<file path="config.mk">
export PLATFORM = sky130hd
export DESIGN_NAME = bf16_drain_arb
export DESIGN_NICKNAME = d
export VERILOG_FILES = /design/src/rtl/bf16_drain_pkg.sv /design/src/rtl/bf16_pack.sv /design/src/rtl/bf16_drain_arb.sv
export SDC_FILE = /design/constraint.sdc
export NUM_CORES = 1
export LEC_CHECK = 0
export CAP_MARGIN = 20
export CORE_UTILIZATION = 37
export DETAILED_ROUTE_END_ITERATION = 8
export PLACE_DENSITY = 0.77
export SLEW_MARGIN = 20
export SYNTH_ARGS = -nofsm -noshare
export SYNTH_HDL_FRONTEND = slang
export SYNTH_SLANG_ARGS = --single-unit
</file>
<file path="constraint.sdc">
create_clock -name clk_i -period 5.7 [get_ports clk_i]
set_clock_uncertainty 0.2 [all_clocks]
set_input_delay 0.855 -clock clk_i [delete_from_list [all_inputs] [get_ports clk_i]]
set_output_delay 0.855 -clock clk_i [all_outputs]
set_load 0.02 [all_outputs]
</file>
<file path="src/rtl/bf16_drain_pkg.sv">
// Shared types, constants and the round-robin pick helper for the bf16 drain arbiter.
package bf16_drain_pkg;

  typedef logic [31:0] f32_t;
  typedef logic [15:0] bf16_t;

  // Canonical quiet-NaN payload; the sign bit is prepended by the user.
  localparam logic [14:0] BF16_QNAN = 15'h7FC0;

  // rr_pick searches a fixed-width vector so it can live in the package;
  // callers zero-extend their valid vector and pass their real requester count.
  localparam int RR_MAX   = 32;
  localparam int RR_IDX_W = 6;

  // Index of the first set bit of valid at or after ptr, wrapping at n.
  // Returns 0 when nothing is valid; callers gate the grant with |valid.
  function automatic logic [RR_IDX_W-1:0] rr_pick(
    input logic [RR_MAX-1:0]   valid,
    input logic [RR_IDX_W-1:0] ptr,
    input logic [RR_IDX_W-1:0] n
  );
    logic [RR_IDX_W-1:0] idx;
    logic                found;
    // NOTE: inside functions and always_comb, blocking (=) assignments are
    // correct; each statement sees the value produced by the one before it.
    rr_pick = '0;
    found   = 1'b0;
    for (int i = 0; i < RR_MAX; i++) begin
      idx = ptr + RR_IDX_W'(i);
      if (idx >= n) idx = idx - n;
      if (RR_IDX_W'(i) < n && !found && valid[idx[RR_IDX_W-2:0]]) begin
        rr_pick = idx;
        found   = 1'b1;
      end
    end
  endfunction

endpackage

</file>
<file path="src/rtl/bf16_pack.sv">
// Combinational float32 -> bfloat16 packer, round-to-nearest-even on the
// dropped low 16 bits. NaNs receive no special treatment here.
module bf16_pack
  import bf16_drain_pkg::*;
(
  input  f32_t  in_word,
  output bf16_t out_word
);

  logic round_up;

  // Round up above the halfway point, or exactly at it when the kept LSB is odd.
  always_comb begin
    round_up = (in_word[15:0] > 16'h8000) ||
               (in_word[15:0] == 16'h8000 && in_word[16]);
  end

  // Adding the carry to the upper half equals adding it at bit 16 of the full
  // word; the carry may ripple into the exponent (0x7F7FFFFF -> 0x7F80).
  assign out_word = in_word[31:16] + {15'd0, round_up};

endmodule

</file>
<file path="src/rtl/bf16_drain_arb.sv">
// Round-robin arbiter sharing one bf16 packer among N_REQ requesters, with a
// registered valid/ready output stage tagged by source ID.
// Optional feature: define BF16_DRAIN_NAN_FIX_EN to map every float32 NaN to a
// sign-preserving canonical bf16 quiet NaN instead of plain rounding.
module bf16_drain_arb
  import bf16_drain_pkg::*;
#(
  parameter int N_REQ = 4,
  parameter int ID_W  = $clog2(N_REQ)
) (
  input  logic              clk_i,
  input  logic              rst_i,
  input  logic [N_REQ-1:0]  req_valid_i,
  input  logic [N_REQ*32-1:0] req_data_i,
  output logic [N_REQ-1:0]  req_ready_o,
  output logic              out_valid_o,
  output logic [15:0]       out_data_o,
  output logic [ID_W-1:0]   out_id_o,
  input  logic              out_ready_i,
  output logic [31:0]       xfer_cnt_o
);

  logic            load;
  logic            grant_any;
  logic [ID_W-1:0] rr_ptr;
  logic [ID_W-1:0] grant_id;
  f32_t            grant_word;
  bf16_t           packed_word;
  bf16_t           result;

  // The output register can take a word when empty or when draining this
  // cycle; reset suppresses any grant so nothing is consumed during it.
  assign load      = !rst_i && (!out_valid_o || out_ready_i);
  assign grant_any = load && (|req_valid_i);
  assign grant_id  = ID_W'(rr_pick(RR_MAX'(req_valid_i), RR_IDX_W'(rr_ptr),
                                   RR_IDX_W'(N_REQ)));

  // Select the granted requester's word and raise its one-hot ready bit.
  always_comb begin
    // NOTE: every signal written here gets a default first, so no path can
    // leave it unassigned and infer a latch.
    grant_word  = '0;
    req_ready_o = '0;
    for (int k = 0; k < N_REQ; k++) begin
      if (grant_id == ID_W'(k)) grant_word = req_data_i[32*k +: 32];
    end
    if (grant_any) req_ready_o[grant_id] = 1'b1;
  end

  bf16_pack u_pack (
    .in_word  (grant_word),
    .out_word (packed_word)
  );

`ifdef BF16_DRAIN_NAN_FIX_EN
  // Exponent all ones with a non-zero mantissa is NaN: bypass rounding.
  assign result = (grant_word[30:23] == 8'hFF && (|grant_word[22:0]))
                ? {grant_word[31], BF16_QNAN} : packed_word;
`else
  assign result = packed_word;
`endif

  // Output stage, round-robin pointer and handshake counter.
  always_ff @(posedge clk_i) begin
    // NOTE: sequential state uses non-blocking (<=) so every register samples
    // pre-edge values regardless of statement order.
    if (rst_i) begin
      out_valid_o <= 1'b0;
      out_data_o  <= '0;
      out_id_o    <= '0;
      rr_ptr      <= '0;
      xfer_cnt_o  <= '0;
    end else begin
      if (out_valid_o && out_ready_i) xfer_cnt_o <= xfer_cnt_o + 32'd1;
      if (grant_any) begin
        out_valid_o <= 1'b1;
        out_data_o  <= result;
        out_id_o    <= grant_id;
        rr_ptr      <= (grant_id == ID_W'(N_REQ - 1)) ? '0 : grant_id + ID_W'(1);
      end else if (load) begin
        out_valid_o <= 1'b0;
      end
    end
  end

endmodule

</file>
==> results of run 1 <==
==> routing by layer <==
| layer | GRT usage, % | vias up | part of all wire, % |
|---|---|---|---|
| met1 | 37.1 | 2267 | 45 |
| met4 | 5.41 | 0 | 1.3 |
| met5 | 0 | - | 0 |
| met3 | 2.81 | 20 | 5.3 |
| met2 | 45.2 | 171 | 48 |
| li1 | - | 2306 | - |
==> where the power goes <==
group          switching [mW]  internal [mW]
sequential             0.0344          0.430
clock                   0.128          0.177
combinational            1.44           1.17
==> cell type report <==
class / count / share of cell area, %
multi-input combinational: 407 / 42.0
timing repair buffer: 237 / 35.7
sequential: 53 / 16.8
tap: 136 / 2.69
clock buffer: 5 / 1.09
clock inverter: 3 / 1.09
inverter: 11 / 0.652
==> sequential cells by signal, indices dropped and copies added (netlist names) <==
name         flops
rr_ptr           2
out_id_o         2
out_valid_o      1
out_data_o      16
xfer_cnt_o      32
==> worst min-delay path by stage <==
stage	from	endpoint	slack, ps	depth (start not counted)
CTS	out_data_o[1]$_SDFFE_PP0P_	out_data_o[1]$_SDFFE_PP0P_	260	2
floorplan	out_data_o[0]$_SDFFE_PP0P_	out_data_o[0]$_SDFFE_PP0P_	330	2
global placement	out_data_o[1]$_SDFFE_PP0P_	out_data_o[1]$_SDFFE_PP0P_	250	2
detailed placement	out_data_o[1]$_SDFFE_PP0P_	out_data_o[1]$_SDFFE_PP0P_	250	2
finish	out_data_o[1]$_SDFFE_PP0P_	out_data_o[1]$_SDFFE_PP0P_	260	2
global route	out_data_o[0]$_SDFFE_PP0P_	out_data_o[0]$_SDFFE_PP0P_	280	2
==> cells in the final DEF (no fill, tap or decap), types with 4 or more instances in the layout <==
cell type and instances:
sky130_fd_sc_hd__clkdlybuf4s50_1 186, sky130_fd_sc_hd__nor2_1 52, sky130_fd_sc_hd__dfxtp_1 52, sky130_fd_sc_hd__buf_4 47, sky130_fd_sc_hd__nand2_1 44, sky130_fd_sc_hd__nand3_1 38, sky130_fd_sc_hd__o21ai_0 29, sky130_fd_sc_hd__xor2_1 24
sky130_fd_sc_hd__nor4_1 19, sky130_fd_sc_hd__a21oi_1 18, sky130_fd_sc_hd__nor3_1 12, sky130_fd_sc_hd__nand4_1 12, sky130_fd_sc_hd__inv_1 9, sky130_fd_sc_hd__xnor2_1 9, sky130_fd_sc_hd__o22ai_1 8, sky130_fd_sc_hd__mux2i_1 7
sky130_fd_sc_hd__or3_1 7, sky130_fd_sc_hd__and3_1 7, sky130_fd_sc_hd__ha_1 7, sky130_fd_sc_hd__nor2b_1 6, sky130_fd_sc_hd__a31oi_1 6, sky130_fd_sc_hd__and4_1 6, sky130_fd_sc_hd__o211ai_1 5, sky130_fd_sc_hd__a21o_1 5
sky130_fd_sc_hd__a221oi_1 5, sky130_fd_sc_hd__a22oi_1 5, sky130_fd_sc_hd__clkbuf_8 5, sky130_fd_sc_hd__a221o_1 4, sky130_fd_sc_hd__o31ai_1 4, sky130_fd_sc_hd__nand2b_1 4
==> what timing repair did <==
item | 4_1_cts | 5_1_grt
gates resized for setup | 0 | 13
endpoints found under the hold margin | 0 | 0
setup endpoints to repair | 0 | 13
==> cells by family after synthesis <==
group	Yosys count	synth area share [%]
mux	8	2.38
flops	53	27.3
buf+inv	40	5.63
compound gates	129	24.1
xor+xnor	33	7.43
simple gates	227	30.0
fa+ha+maj	10	3.22
==> through the flow <==
stage / setup slack (ps) / TNS (ps) / cell area (sq um) / instances
floorplan: 42.7 / 0 / 3890 / 500
global placement: -46.2 / -186 / 6140 / 844
detailed placement: -201 / -1630 / 6140 / 844
CTS: 50.0 / 0 / 6270 / 852
global route: 6.22 / 0 / 6330 / 852
finish: 259 / 0 / 6330 / 852
==> critical path, delay by kind of cell <==
kind / cells / cell delay [ps]
buffers and inverters: 4 / 990
adders and majority gates: 1 / 200
AOI/OAI and AO/OA: 8 / 1580
and+or+nand+nor: 5 / 1800
==> report_table.html, run 1 <==
<table>
<tr><th>Metric</th><th>Value</th></tr>
<tr><th colspan="2">Outcome</th></tr>
<tr><td>Outcome</td><td>completed</td></tr>
<tr><th colspan="2">Yosys</th></tr>
<tr><td>Syn_area_per_cell</td><td>about 7.8 sq um</td></tr>
<tr><td>Post-synth cell types</td><td>75</td></tr>
<tr><td>Number of warnings reported in the yosys synthesis log</td><td>0</td></tr>
<tr><td>Syn Inst Count</td><td>500</td></tr>
<tr><td>Netlist area before placement</td><td>a little under 0.004 sq mm</td></tr>
<tr><td>Register bit total from synthesis</td><td>53</td></tr>
<tr><td>Cells taking the most area after synthesis</td><td>sky130_fd_sc_hd__dfxtp_1 (27%), sky130_fd_sc_hd__xor2_1 (5.4%), sky130_fd_sc_hd__nor2_1 (5.0%)</td></tr>
<tr><td>Main synth FF type</td><td>sky130_fd_sc_hd__dfxtp_1</td></tr>
<tr><td>Sequential-to-total area share from yosys stat</td><td>27.3%</td></tr>
<tr><td>Ys async rst share</td><td>0%</td></tr>
<tr><td>Count of flip-flops with a built-in enable after synthesis</td><td>0</td></tr>
<tr><td>Share of the synthesized area in the top cell type</td><td>27.3%</td></tr>
<tr><td>Biggest area consumer among synthesized cells</td><td>sky130_fd_sc_hd__dfxtp_1</td></tr>
<tr><td>Most frequent cell after synthesis</td><td>sky130_fd_sc_hd__dfxtp_1</td></tr>
<tr><td>Commonest cells in the synthesized netlist</td><td>sky130_fd_sc_hd__dfxtp_1 (53), sky130_fd_sc_hd__nor2_1 (52), sky130_fd_sc_hd__nand2_1 (44), sky130_fd_sc_hd__nand3_1 (38), sky130_fd_sc_hd__o21ai_0 (30)</td></tr>
<tr><td>Post-Synthesis Net Count</td><td>645</td></tr>
<tr><th colspan="2">Power and ir drop</th></tr>
<tr><td>Static Leak</td><td>between 2 and 2.5 nW</td></tr>
<tr><td>Post-layout total power</td><td>3.38 mW</td></tr>
<tr><td>Total power density per cell area</td><td>~530 mW/mm^2</td></tr>
<tr><td>Max VDD drop</td><td>roughly 0.33 mV</td></tr>
<tr><th colspan="2">Route</th></tr>
<tr><td>Vias per cell</td><td>5.59</td></tr>
<tr><td>Number of optimization iterations in the first detailed-route pass</td><td>5</td></tr>
<tr><td>Initial DRC count</td><td>263</td></tr>
<tr><td>WL/cell</td><td>17.3 microns</td></tr>
<tr><td>Total wirelength of the detailed-routed design</td><td>14800 microns</td></tr>
<tr><td>Detail Route Antenna Nets</td><td>0</td></tr>
<tr><td>Detailed-route DRC error count</td><td>0</td></tr>
<tr><td>Number of vias after detailed routing</td><td>4764</td></tr>
<tr><th colspan="2">Timing</th></tr>
<tr><td>Count of endpoints failing setup in the final report</td><td>0</td></tr>
<tr><td>Unrepaired setup endpoints after global routing</td><td>no</td></tr>
<tr><td>Final period demand of the worst path</td><td>5440 ps</td></tr>
<tr><td>Headroom to the max-slew limit</td><td>54.6%</td></tr>
<tr><td>Final worst path period share</td><td>between 90% and 100%</td></tr>
<tr><td>Transition time at the pin with the least slew margin</td><td>681 ps</td></tr>
<tr><td>Final max-slew violation count</td><td>0</td></tr>
<tr><td>Worst hold-check slack</td><td>around 260 ps</td></tr>
<tr><td>Endpoints failing hold</td><td>0</td></tr>
<tr><td>Highest attainable clock frequency</td><td>around 0.18 GHz</td></tr>
<tr><th colspan="2">Min path</th></tr>
<tr><td>Type of the tightest min-delay check</td><td>reg2reg</td></tr>
<tr><th colspan="2">Global route</th></tr>
<tr><td>Via count of the first global-routing pass</td><td>around 4600</td></tr>
<tr><td>GRT overflow</td><td>0</td></tr>
<tr><td>Pin count of the biggest net entering global routing</td><td>38</td></tr>
<tr><td>Wire length of the first global-routing pass</td><td>between 20000 and 25000 microns</td></tr>
<tr><td>Total GRT Usage</td><td>26.9%</td></tr>
<tr><td>Antenna violations before repair</td><td>0</td></tr>
<tr><th colspan="2">Place</th></tr>
<tr><td>Detailed placer's ending HPWL</td><td>12000 microns</td></tr>
<tr><td>Total of buffers placed on input and output ports</td><td>189</td></tr>
<tr><td>Final Wtd Congestion</td><td>0.921</td></tr>
<tr><th colspan="2">Die</th></tr>
<tr><td>Initial core utilization</td><td>a little under two fifths</td></tr>
<tr><td>Number of core rows</td><td>37</td></tr>
<tr><td>Placeable core region</td><td>0.0103 sq mm</td></tr>
<tr><td>Die X-Extent</td><td>~100 microns</td></tr>
<tr><td>Die area</td><td>0.0109 sq mm</td></tr>
<tr><td>I/O Pins</td><td>190</td></tr>
<tr><td>Vertical die dimension</td><td>105 microns</td></tr>
<tr><th colspan="2">Final layout</th></tr>
<tr><td>Multi-input logic area</td><td>~0.0027 sq mm</td></tr>
<tr><td>Growth of design area from synthesis to finish</td><td>62.8%</td></tr>
<tr><td>Number of nets at the end of the flow</td><td>860</td></tr>
<tr><td>Sequential cell area</td><td>0.00106 sq mm</td></tr>
<tr><td>Ratio of cells with drive above 1 in the final layout</td><td>11.2%</td></tr>
<tr><td>Utilization after layout</td><td>61.6%</td></tr>
<tr><td>Fillers</td><td>936</td></tr>
<tr><td>Number of diodes added for antenna fixing</td><td>0</td></tr>
<tr><th colspan="2">Worst setup path</th></tr>
<tr><td>Reg2reg setup slack</td><td>340 ps</td></tr>
<tr><td>Most used cell along the critical path</td><td>sky130_fd_sc_hd__buf_4</td></tr>
<tr><td>Max stage delay on crit path</td><td>between 600 and 700 ps</td></tr>
<tr><td>Terminus of the critical flop-to-flop path</td><td>out_data_o[11]$_SDFFE_PP0P_</td></tr>
<tr><td>Launching element type of the critical path</td><td>input port</td></tr>
<tr><td>CP endpoint kind</td><td>register</td></tr>
<tr><td>Cell breakdown of the critical path</td><td>clkdlybuf4s50_1 &gt; o31a_2 &gt; or4_2 &gt; buf_4 &gt; nand2_1 &gt; a22o_2 &gt; ha_2 &gt; buf_6 &gt; buf_4 &gt; nand3b_1 &gt; o2bb2ai_1 &gt; a21o_1 &gt; o32ai_2 &gt; a31o_2 &gt; o31ai_2 &gt; or4_1 &gt; or3_1 &gt; a31o_1</td></tr>
<tr><td>CP Data Arrival Time</td><td>between 5000 and 6000 ps</td></tr>
<tr><td>Worst endpoint required time</td><td>5700 ps</td></tr>
<tr><td>Origin of the worst setup path</td><td>req_valid_i[2]</td></tr>
<tr><td>Critical setup path kind</td><td>in2reg</td></tr>
<tr><td>CP max stage cell</td><td>sky130_fd_sc_hd__or4_2</td></tr>
<tr><td>Cell count of the worst reg-to-reg path</td><td>20</td></tr>
<tr><td>Largest fanout on the critical path</td><td>20</td></tr>
<tr><td>Crit Reg-Reg Startpoint</td><td>rr_ptr[1]$_SDFFE_PP0P_</td></tr>
<tr><td>Capture point of the worst path</td><td>out_data_o[11]$_SDFFE_PP0P_</td></tr>
<tr><th colspan="2">Clock tree</th></tr>
<tr><td>Number of levels the H-tree was split into</td><td>2</td></tr>
<tr><td>TritonCTS clock tree</td><td>built</td></tr>
<tr><td>Source-to-sink clock delay at the later pin of the worst-skew pair</td><td>between 300 and 400 ps</td></tr>
<tr><td>Setup bufs post-CTS</td><td>0</td></tr>
<tr><td>Maximum clock path buffer count</td><td>2</td></tr>
<tr><td>Num Clock Sinks</td><td>53</td></tr>
<tr><td>Clock Pin Slew Worst Setup and Hold Paths</td><td>100 ps</td></tr>
<tr><td>Clock buffer count from CTS</td><td>5</td></tr>
<tr><td>Hold-fix buffers, CTS</td><td>0</td></tr>
<tr><td>Clock root buffer</td><td>sky130_fd_sc_hd__clkbuf_8</td></tr>
<tr><th colspan="2">Run</th></tr>
<tr><td>Max cap viols</td><td>0</td></tr>
</table>
No activity file was read; power rests on OpenSTA's default activity.
==> run 2, diff against run 1 <==
Settings changed: CORE_UTILIZATION 37 to 41, PLACE_DENSITY 0.77 to 0.81.
Clock period 5.7 ns to 5.8 ns, I/O delays scaled along.
==> report_table.html, run 2 (synthesis results as in run 1) <==
<table>
<tr><th>Metric</th><th>Value</th></tr>
<tr><th colspan="2">Route</th></tr>
<tr><td>Highest routed layer</td><td>met4</td></tr>
<tr><td>DRT met1 WL</td><td>6220 microns (-6.3%)</td></tr>
<tr><td>Total wirelength of the detailed-routed design</td><td>14500 microns (-2.1%)</td></tr>
<tr><td>Number of vias after detailed routing</td><td>4855 (+1.9%)</td></tr>
<tr><td>Amount of wire on met3 after detailed routing</td><td>1210 microns (+54%)</td></tr>
<tr><td>Number of optimization iterations in the first detailed-route pass</td><td>5 (unchanged)</td></tr>
<tr><td>Initial DRC count</td><td>352 (+34%)</td></tr>
<tr><td>Detail Route Antenna Nets</td><td>0 (unchanged)</td></tr>
<tr><td>Met2 Routed Length</td><td>6660 microns (-6.9%)</td></tr>
<tr><td>WL/cell</td><td>17.6 microns (+1.3%)</td></tr>
<tr><td>Detailed-route DRC error count</td><td>0 (unchanged)</td></tr>
<tr><td>Vias per cell</td><td>5.89 (+5.4%)</td></tr>
<tr><th colspan="2">Outcome</th></tr>
<tr><td>Outcome</td><td>completed</td></tr>
<tr><th colspan="2">Global route</th></tr>
<tr><td>GRT overflow</td><td>0 (unchanged)</td></tr>
<tr><td>Antenna violations before repair</td><td>0 (unchanged)</td></tr>
<tr><td>Total GRT Usage</td><td>28.9% (+2.0 points)</td></tr>
<tr><td>Wire length of the first global-routing pass</td><td>22900 microns (-3.7%)</td></tr>
<tr><td>Via count of the first global-routing pass</td><td>4677 (+1.4%)</td></tr>
<tr><td>Pin count of the biggest net entering global routing</td><td>38 (unchanged)</td></tr>
<tr><th colspan="2">Final layout</th></tr>
<tr><td>Utilization after layout</td><td>67.3% (+5.7 points)</td></tr>
<tr><td>Leading registers by flop count</td><td>xfer_cnt_o (32), out_data_o (16)</td></tr>
<tr><td>Number of diodes added for antenna fixing</td><td>0 (unchanged)</td></tr>
<tr><td>Biggest register</td><td>xfer_cnt_o</td></tr>
<tr><td>Growth of design area from synthesis to finish</td><td>59.1%</td></tr>
<tr><td>Commonest non-fill, non-tap cells in the layout</td><td>sky130_fd_sc_hd__clkdlybuf4s50_1 (189), sky130_fd_sc_hd__dfxtp_1 (53), sky130_fd_sc_hd__nor2_1 (52)</td></tr>
<tr><td>Fillers</td><td>805 (-14%)</td></tr>
<tr><td>Cell area after layout</td><td>0.00619 sq mm (-2.2%)</td></tr>
<tr><td>Most common cell after layout, fill and taps aside</td><td>sky130_fd_sc_hd__clkdlybuf4s50_1</td></tr>
<tr><td>Count of non-filler cells in the finished layout</td><td>824 (-3.3%)</td></tr>
<tr><td>Number of nets at the end of the flow</td><td>857 (-0.35%)</td></tr>
<tr><td>Ratio of cells with drive above 1 in the final layout</td><td>10.8% (-0.37 points)</td></tr>
<tr><td>Flip-flop count of the largest register, all copies and words added</td><td>32 (unchanged)</td></tr>
<tr><th colspan="2">Timing</th></tr>
<tr><td>Transition time at the pin with the least slew margin</td><td>564 ps (-117 ps)</td></tr>
<tr><td>Headroom to the max-slew limit</td><td>62.0% (+7.4 points)</td></tr>
<tr><td>Endpoints failing hold</td><td>0 (unchanged)</td></tr>
<tr><td>Unrepaired setup endpoints after global routing</td><td>yes</td></tr>
<tr><td>Final max-slew violation count</td><td>0 (unchanged)</td></tr>
<tr><td>Highest attainable clock frequency</td><td>0.180 GHz</td></tr>
<tr><td>Final period demand of the worst path</td><td>5550 ps</td></tr>
<tr><td>Count of endpoints failing setup in the final report</td><td>0 (unchanged)</td></tr>
<tr><td>Final worst path period share</td><td>95.7%</td></tr>
<tr><th colspan="2">Clock tree</th></tr>
<tr><td>Hold-fix buffers, CTS</td><td>0 (unchanged)</td></tr>
<tr><td>Setup bufs post-CTS</td><td>0 (unchanged)</td></tr>
<tr><td>Clock Pin Slew Worst Setup and Hold Paths</td><td>90 ps (about the same)</td></tr>
<tr><td>Maximum clock path buffer count</td><td>2 (unchanged)</td></tr>
<tr><td>Num Clock Sinks</td><td>53 (unchanged)</td></tr>
<tr><td>Clock root buffer</td><td>sky130_fd_sc_hd__clkbuf_8</td></tr>
<tr><td>Clock buffer count from CTS</td><td>5 (unchanged)</td></tr>
<tr><td>TritonCTS clock tree</td><td>built</td></tr>
<tr><td>Number of levels the H-tree was split into</td><td>2 (unchanged)</td></tr>
<tr><td>Source-to-sink clock delay at the later pin of the worst-skew pair</td><td>310 ps (about the same)</td></tr>
<tr><th colspan="2">Place</th></tr>
<tr><td>Detailed placer's ending HPWL</td><td>11900 microns (-1.1%)</td></tr>
<tr><td>Placed cell areas</td><td>0.00608 sq mm (-0.88%)</td></tr>
<tr><td>Final Wtd Congestion</td><td>0.971 (+5.4%)</td></tr>
<tr><td>Inst Count DP</td><td>816 (-3.3%)</td></tr>
<tr><td>Total of buffers placed on input and output ports</td><td>189 (unchanged)</td></tr>
<tr><th colspan="2">Worst setup path</th></tr>
<tr><td>Worst endpoint required time</td><td>5800 ps (+100 ps)</td></tr>
<tr><td>Most used cell along the critical path</td><td>sky130_fd_sc_hd__buf_4</td></tr>
<tr><td>CP endpoint kind</td><td>register</td></tr>
<tr><td>Critical setup path kind</td><td>in2reg</td></tr>
<tr><td>Cell count of the worst reg-to-reg path</td><td>20 (unchanged)</td></tr>
<tr><td>Largest fanout on the critical path</td><td>15 (-25%)</td></tr>
<tr><td>Max stage delay on crit path</td><td>680 ps (about the same)</td></tr>
<tr><td>CP Data Arrival Time</td><td>5550 ps (+110 ps)</td></tr>
<tr><td>Launching element type of the critical path</td><td>input port</td></tr>
<tr><td>CP max stage cell</td><td>sky130_fd_sc_hd__or4_2</td></tr>
<tr><td>Cell breakdown of the critical path</td><td>clkdlybuf4s50_1 &gt; mux2i_1 &gt; o31a_2 &gt; or4_2 &gt; buf_4 &gt; nand2_1 &gt; a22o_2 &gt; inv_1 &gt; ha_1 &gt; buf_4 &gt; nor2b_1 &gt; a22oi_1 &gt; o21ai_0 &gt; buf_4 &gt; nand2_1 &gt; a2111oi_2 &gt; nand4_1 &gt; or3_1 &gt; a31o_1</td></tr>
<tr><th colspan="2">Min path</th></tr>
<tr><td>Type of the tightest min-delay check</td><td>reg2reg</td></tr>
<tr><td>Hold path cells</td><td>2 (unchanged)</td></tr>
<tr><th colspan="2">Die</th></tr>
<tr><td>Number of core rows</td><td>35 (-5.4%)</td></tr>
<tr><td>Placeable core region</td><td>0.00920 sq mm (-11%)</td></tr>
<tr><td>Vertical die dimension</td><td>99.4 microns (-4.9%)</td></tr>
<tr><td>I/O Pins</td><td>190 (unchanged)</td></tr>
<tr><td>Initial core utilization</td><td>42.3% (+4.5 points)</td></tr>
<tr><td>Die area</td><td>0.00988 sq mm (-9.6%)</td></tr>
<tr><td>Die X-Extent</td><td>99.4 microns (-4.9%)</td></tr>
<tr><th colspan="2">Power and ir drop</th></tr>
<tr><td>Max VDD drop</td><td>0.437 mV (+34%)</td></tr>
<tr><td>Static Leak</td><td>2.28 nW (-3.1%)</td></tr>
<tr><td>Post-layout total power</td><td>3.17 mW (-6.2%)</td></tr>
<tr><td>Total power density per cell area</td><td>512 mW/mm^2 (-4.1%)</td></tr>
<tr><th colspan="2">Run</th></tr>
<tr><td>Max cap viols</td><td>0 (unchanged)</td></tr>
</table>
## run 2: worst max-delay path, delay by kind of cell
family | cells | cell delay (ps)
mux | 1 | 90
fa+ha+maj | 1 | 270
simple gates | 6 | 1730
compound gates | 6 | 1450
buf+inv | 5 | 1130
## run 2: routing by layer
metal | GRT usage [%] | vias up
met3 | 5.27 | 39
li1 | - | 2301
met2 | 48.1 | 256
met5 | 0 | -
met4 | 9.16 | 0
met1 | 37.9 | 2259
## run 2: path summary, 6_finish.rpt
path,startpoint,to,slack (ps)
worst max register to register,rr_ptr[1]$_SDFFE_PP0P_,out_data_o[11]$_SDFFE_PP0P_,290
worst max-delay path,req_valid_i[1],out_data_o[11]$_SDFFE_PP0P_,250
worst min-delay path,out_data_o[0]$_SDFFE_PP0P_,out_data_o[0]$_SDFFE_PP0P_,260
worst min register to register,out_data_o[0]$_SDFFE_PP0P_,out_data_o[0]$_SDFFE_PP0P_,260
## run 2: layout make-up
cell class	count	area [sq um]	share of cell area, %
Clock inverter	3	21.3	0.344
Sequential cell	53	1060	17.1
Clock buffer	5	68.8	1.11
Timing Repair Buffer	234	2230	36.0
Inverter	11	41.3	0.667
Tap cell	111	139	2.24
Multi-Input combinational cell	407	2630	42.5
## run 2: through the flow
step                      TNS (ps)  hold slack, ps  setup slack, ps
after CTS                        0             266              163
final                            0             260              252
after global placement           0             243             39.3
after global routing         -47.5             280            -18.4
after detailed placement      -512             251             -154
after floorplan                  0             333             63.8
## run 2: report_power, final
group          switching, mW  internal (mW)
Clock                  0.123         0.0859
Combinational           1.38           1.12
Sequential            0.0373          0.422
Total                   1.54           1.63
## run 2: timing repair
item,in CTS,in global routing
setup endpoints to repair,0,8
resized for setup,0,9
endpoints found under the hold margin,0,0
